<file path="src/rtl/wb_stage.sv">
// Write-back stage: M/W pipeline register, register-file write gating, halt on exceptional status, retire counter.
// One-cycle write latency; W_stall holds W, W_bubble inserts a bubble, and halting freezes everything until reset.
module wb_stage #(
   parameter int DATA_WID = 64,
   parameter int CNT_WID  = 32
) (
   input  logic                CLK,
   input  logic                RST_N,
   input  logic [2:0]          m_stat,
   input  logic [3:0]          m_icode,
   input  logic [DATA_WID-1:0] m_valE,
   input  logic [DATA_WID-1:0] m_valM,
   input  logic [3:0]          m_dstE,
   input  logic [3:0]          m_dstM,
   input  logic                W_stall,
   input  logic                W_bubble,
   output logic [3:0]          destE,
   output logic [3:0]          destM,
   output logic [DATA_WID-1:0] valE,
   output logic [DATA_WID-1:0] valM,
   output logic [3:0]          W_icode,
   output logic [2:0]          W_stat,
   output logic                halted,
   output logic [2:0]          final_stat,
   output logic [CNT_WID-1:0]  retired
);

   localparam logic [2:0] STAT_BUB = 3'd0;
   localparam logic [2:0] STAT_AOK = 3'd1;
   localparam logic [2:0] STAT_HLT = 3'd2;
   localparam logic [2:0] STAT_ADR = 3'd3;
   localparam logic [2:0] STAT_INS = 3'd4;
   localparam logic [3:0] ICODE_NOP = 4'h1;
   localparam logic [3:0] RNONE     = 4'hF;

   typedef enum logic {S_RUN, S_HALTED} state_t;

   state_t              state_q, state_d;
   logic [2:0]          w_stat_q, w_stat_d;
   logic [3:0]          w_icode_q, w_icode_d;
   logic [3:0]          w_dste_q, w_dste_d;
   logic [3:0]          w_dstm_q, w_dstm_d;
   logic [DATA_WID-1:0] w_vale_q, w_vale_d;
   logic [DATA_WID-1:0] w_valm_q, w_valm_d;
   logic [2:0]          final_stat_q, final_stat_d;
   logic [CNT_WID-1:0]  retired_q, retired_d;
   logic                w_exc;
   logic                wr_en;

   assign w_exc = (w_stat_q == STAT_HLT) || (w_stat_q == STAT_ADR) || (w_stat_q == STAT_INS);

   always_comb begin
      state_d      = state_q;
      w_stat_d     = w_stat_q;
      w_icode_d    = w_icode_q;
      w_dste_d     = w_dste_q;
      w_dstm_d     = w_dstm_q;
      w_vale_d     = w_vale_q;
      w_valm_d     = w_valm_q;
      final_stat_d = final_stat_q;
      retired_d    = retired_q;
      if (state_q == S_RUN) begin
         // An exceptional instruction halts regardless of stall and keeps W frozen on itself.
         if (w_exc) begin
            state_d      = S_HALTED;
            final_stat_d = w_stat_q;
         end else begin
            if ((w_stat_q == STAT_AOK) && !W_stall)
               retired_d = retired_q + 1'b1;
            if (!W_stall) begin
               if (W_bubble) begin
                  w_stat_d  = STAT_BUB;
                  w_icode_d = ICODE_NOP;
                  w_dste_d  = RNONE;
                  w_dstm_d  = RNONE;
                  w_vale_d  = '0;
                  w_valm_d  = '0;
               end else begin
                  w_stat_d  = m_stat;
                  w_icode_d = m_icode;
                  w_dste_d  = m_dstE;
                  w_dstm_d  = m_dstM;
                  w_vale_d  = m_valE;
                  w_valm_d  = m_valM;
               end
            end
         end
      end
   end

   always_ff @(posedge CLK) begin
      if (!RST_N) begin
         state_q      <= S_RUN;
         w_stat_q     <= STAT_BUB;
         w_icode_q    <= ICODE_NOP;
         w_dste_q     <= RNONE;
         w_dstm_q     <= RNONE;
         w_vale_q     <= '0;
         w_valm_q     <= '0;
         final_stat_q <= STAT_AOK;
         retired_q    <= '0;
      end else begin
         state_q      <= state_d;
         w_stat_q     <= w_stat_d;
         w_icode_q    <= w_icode_d;
         w_dste_q     <= w_dste_d;
         w_dstm_q     <= w_dstm_d;
         w_vale_q     <= w_vale_d;
         w_valm_q     <= w_valm_d;
         final_stat_q <= final_stat_d;
         retired_q    <= retired_d;
      end
   end

   // Equal destinations pass through untouched; the register file resolves M-port priority.
   assign wr_en      = (state_q == S_RUN) && (w_stat_q == STAT_AOK);
   assign destE      = wr_en ? w_dste_q : RNONE;
   assign destM      = wr_en ? w_dstm_q : RNONE;
   assign valE       = w_vale_q;
   assign valM       = w_valm_q;
   assign W_icode    = w_icode_q;
   assign W_stat     = w_stat_q;
   assign halted     = (state_q == S_HALTED);
   assign final_stat = final_stat_q;
   assign retired    = retired_q;

endmodule

</file>
<file path="config.mk">
export PLATFORM = sky130hd
export DESIGN_NAME = wb_stage
export DESIGN_NICKNAME = d
export VERILOG_FILES = /design/src/rtl/wb_stage.sv
export SDC_FILE = /design/constraint.sdc
export NUM_CORES = 1
export LEC_CHECK = 0
export ABC_AREA = 1
export CORE_ASPECT_RATIO = 0.9
export CORE_MARGIN = 1.5
export CORE_UTILIZATION = 42
export DETAILED_ROUTE_END_ITERATION = 7
export GPL_TIMING_DRIVEN = 0
export PLACE_DENSITY = 0.81
export SLEW_MARGIN = 20
export SYNTH_ARGS = -nofsm -noshare
export SYNTH_HDL_FRONTEND = slang
export SYNTH_SLANG_ARGS = --single-unit
export TNS_END_PERCENT = 5
</file>
<file path="constraint.sdc">
create_clock -name CLK -period 2.08 [get_ports CLK]
set_input_delay 0.208 -clock CLK [delete_from_list [all_inputs] [get_ports CLK]]
set_output_delay 0.208 -clock CLK [all_outputs]
set_load 0.02 [all_outputs]
</file>
==> results.yml, run 1 <==
status:
  status: "completed"
floorplanning:
  start_util_pct: 42.7
  fp.coreArea_mm2: 0.0168
  die_w_um: 141
  row_count: 45
  ios: 326
  fp.dieH_um: 127
  dieArea_mm2: 0.0178
final_layout:
  diodes: 0
  multi_input_area_mm2: 0.00305
  stdcell_area_mm2: 0.0113
  fillCellCount: 1392
  final_layout_size_suffix_gt1_share_pct: 6.53
  post-route-util_pct: 67.4
  syn2layout_area_growth_pct: 57.9
  nets: 1453
  regArea_mm2: 0.00359
synthesis:
  avgSynthCellArea_um2: 7.45
  synth_top_area_share_pct: 50.0
  synthCells: 962
  synth_top_area_cell: "dfxtp_1"
  synthArstFlopShare_pct: 0
  syn_area_mm2: 0.00716
  syn_nets: 1110
  ys_warn_count: 0
  ys_seq_area_share_pct: 50.0
  ys_ff_latch: 179
  synth_flop_cell: "dfxtp_1"
  synth-edff-count: 0
  synth_cell_type_count: 27
  yosys-top-cells-area: "dfxtp_1 (50%), nand2_1 (11%), a21oi_1 (11%)"
clock_network:
  cts_buffers: 17
  cts_tree: "built"
  post_cts_buffers: 0
  cts_root_buf: "clkbuf_16"
  cts.path.max_buffers: 2
  clkSlewWorstSetupHoldPaths_ps: 60
  clock-sinks: 179
  clk-insertion-delay-late_ps: 430
  htreeDepth: 4
worst_setup_path:
  worstReg2RegEnd: "valE[9]"
  cp-start-kind: "flip-flop"
  startpoint: "W_stat[2]"
  arrival_ps: 1800
  r2r_slack_ps: 230
  r2r-start: "W_stat[1]"
  crit_end: "destM[0]"
  cp_max_fo: 8
  required_ps: 1870
  crit_type: "flip-flop to primary output"
  end_kind: "primary output"
  r2r_cells: 8
global_route:
  antenna_found_initial: 0
  grt_pass1_vias: 7104
  grt_pass1_wl_um: 37200
  grt_max_degree: 17
  track_usage_pct: 26.5
  grt_overflow: 0
power_and_ir_drop:
  combPwrFrac_pct: 16.6
  switchingPower_mw: 2.22
  cellInternalPower_mw: 6.24
  p_seq_share_pct: 43.3
  power_density_mw_per_mm2: 748
  leakagePower_nw: 4.07
  p_clk_share_pct: 40.1
  irDropWorstVdd_mv: 0.653
  netSwitchingFraction_pct: 26.2
place:
  postPlaceCellArea_mm2: 0.0107
  dp_hpwl_um: 17900
  gp_congestion: 0.912
  io_buffer_count: 324
route:
  viasPerCell: 5.14
  drt_iter0_markers: 456
  dr.pass1.iters: 5
  wirelength_um: 24300
  num_vias: 7855
  routedWlPerCell_um: 15.9
  drc: 0
  antenna_left: 0
sta:
  fin_skew_ps: 15.7
  fmax_mhz: 498
  fin_crit_ps: 2010
  setup_violations: 0
  rsz0062_at_grt: "false"
  fin_crit_sh_pct: 96.5
  worst_pin_slew_ps: 742
  finalHoldViolCount: 0
  finalMaxSlewViolations: 0
  slew_headroom_pct: 50.6
hold_path:
  hold_start: "W_bubble"
  hold_class: "input pin to flip-flop"
run:
  max-cap-violations: 0
## worst max-delay path: stages, from the launching register on
cell and delay [ps]:
dfxtp_2 350, inv_2 80, nand2_1 80, nor2_4 180, inv_2 100, or2_2 310, clkdlybuf4s15_2 270
## cells by family (layout without fill, tap and decap cells)
family / Yosys count / count (layout) / synth area share, %
AOI/OAI and AO/OA: 187 / 187 / 13.4
xor gates and xnor gates: 2 / 2 / 0.245
adders and majority gates: 1 / 1 / 0.175
buffers and inverters: 123 / 478 / 7.53
DFF: 179 / 179 / 50.0
and+or+nand+nor: 470 / 470 / 28.6
## metal layers
layer	up-vias	wire [um]	global-route usage, %
met5	-	0	0
met4	0	938	12.3
met3	61	1940	7.25
met2	331	11400	43.1
li1	3881	-	-
met1	3582	10000	32.6
## worst min-delay path by stage
stage / end / slack, ps / cells past startpoint
after global routing: valM[53] / 340 / 3
final: W_icode[0] / 310 / 3
after global placement: w_dstm_q[2] / 440 / 2
after CTS: valE[49] / 330 / 3
after detailed placement: w_dstm_q[2] / 440 / 2
after floorplan: w_dste_q[0] / 340 / 2
## layout make-up
cell class / instances / area share, %
sequential: 179 / 31.7
timing repair buffer: 324 / 28.8
multi-input combinational: 660 / 26.9
clock buffer: 21 / 4.16
buffer: 65 / 2.85
tap: 211 / 2.33
inverter: 58 / 1.92
clock inverter: 10 / 1.31
## layout by cell type (no fill, tap or decap), types with 3 or more instances in the layout
master / instances
nor2_1: 56
buf_2: 14
clkbuf_8: 3
bufinv_16: 3
clkdlybuf4s15_2: 8
dfxtp_1: 177
o21bai_1: 4
nor3_1: 14
clkdlybuf4s50_1: 316
a21oi_1: 157
inv_1: 50
or2_2: 9
buf_1: 5
clkbuf_1: 38
nand4_1: 10
o21ai_0: 19
nand2_1: 217
buf_6: 8
clkbuf_16: 17
inv_2: 8
nand3_1: 156
## synth_stat cells, types with 4 or more instances
master,n
buf_2,14
a21oi_1,157
nor2_1,57
nor3_1,14
o21ai_0,19
dfxtp_1,179
nand4_1,10
clkbuf_1,38
nand3_1,156
inv_2,5
o21bai_1,4
buf_1,5
or2_2,9
nand2_1,217
buf_6,8
inv_1,53
## flip-flops by register name, summed over array words and instances, names as in the netlist
name,cells
valE,64
valM,64
retired,32
W_icode,4
w_dste_q,4
w_dstm_q,4
W_stat,3
final_stat,3
halted,1
## timing repair
| action | 4_1_cts | 5_1_grt |
|---|---|---|
| endpoints found under the hold margin | 0 | 0 |
| resized for setup | 27 | 6 |
| gates cloned | 0 | 0 |
| hold buffers | 0 | 0 |
| endpoints found under the setup margin | 8 | 20 |
## per-stage QoR
step	TNS, ps	hold WS [ps]	std cells	power, mW	setup WS, ps
2_1_floorplan	0	340	962	4.40	447
3_3_place_gp	-247	435	1497	5.12	-35.4
3_5_place_dp	-731	443	1497	5.13	-58.9
4_1_cts	0	333	1528	8.49	11.0
5_1_grt	0	342	1528	8.74	1.16
6_report	0	314	1528	8.46	72.1
## power by group through the flow
stage	Clock (mW)	Combinational, mW	Sequential (mW)
floorplan	0	0.500	3.90
global placement	0	1.39	3.73
detailed placement	0	1.39	3.73
CTS	3.43	1.40	3.66
global route	3.56	1.51	3.67
finish	3.39	1.40	3.66
(Power assumes the default switching activity.)
==> run 2: changes to the inputs <==
--- a/config.mk
+++ b/config.mk
@@ -9,6 +9,7 @@
 export CORE_ASPECT_RATIO = 0.9
 export CORE_MARGIN = 1.5
 export CORE_UTILIZATION = 42
+export CTS_CLUSTER_SIZE = 28
 export DETAILED_ROUTE_END_ITERATION = 7
 export GPL_TIMING_DRIVEN = 0
 export PLACE_DENSITY = 0.81
==> results of run 2 <==
Final layout, timing and power as in run 1 (identical DEF).
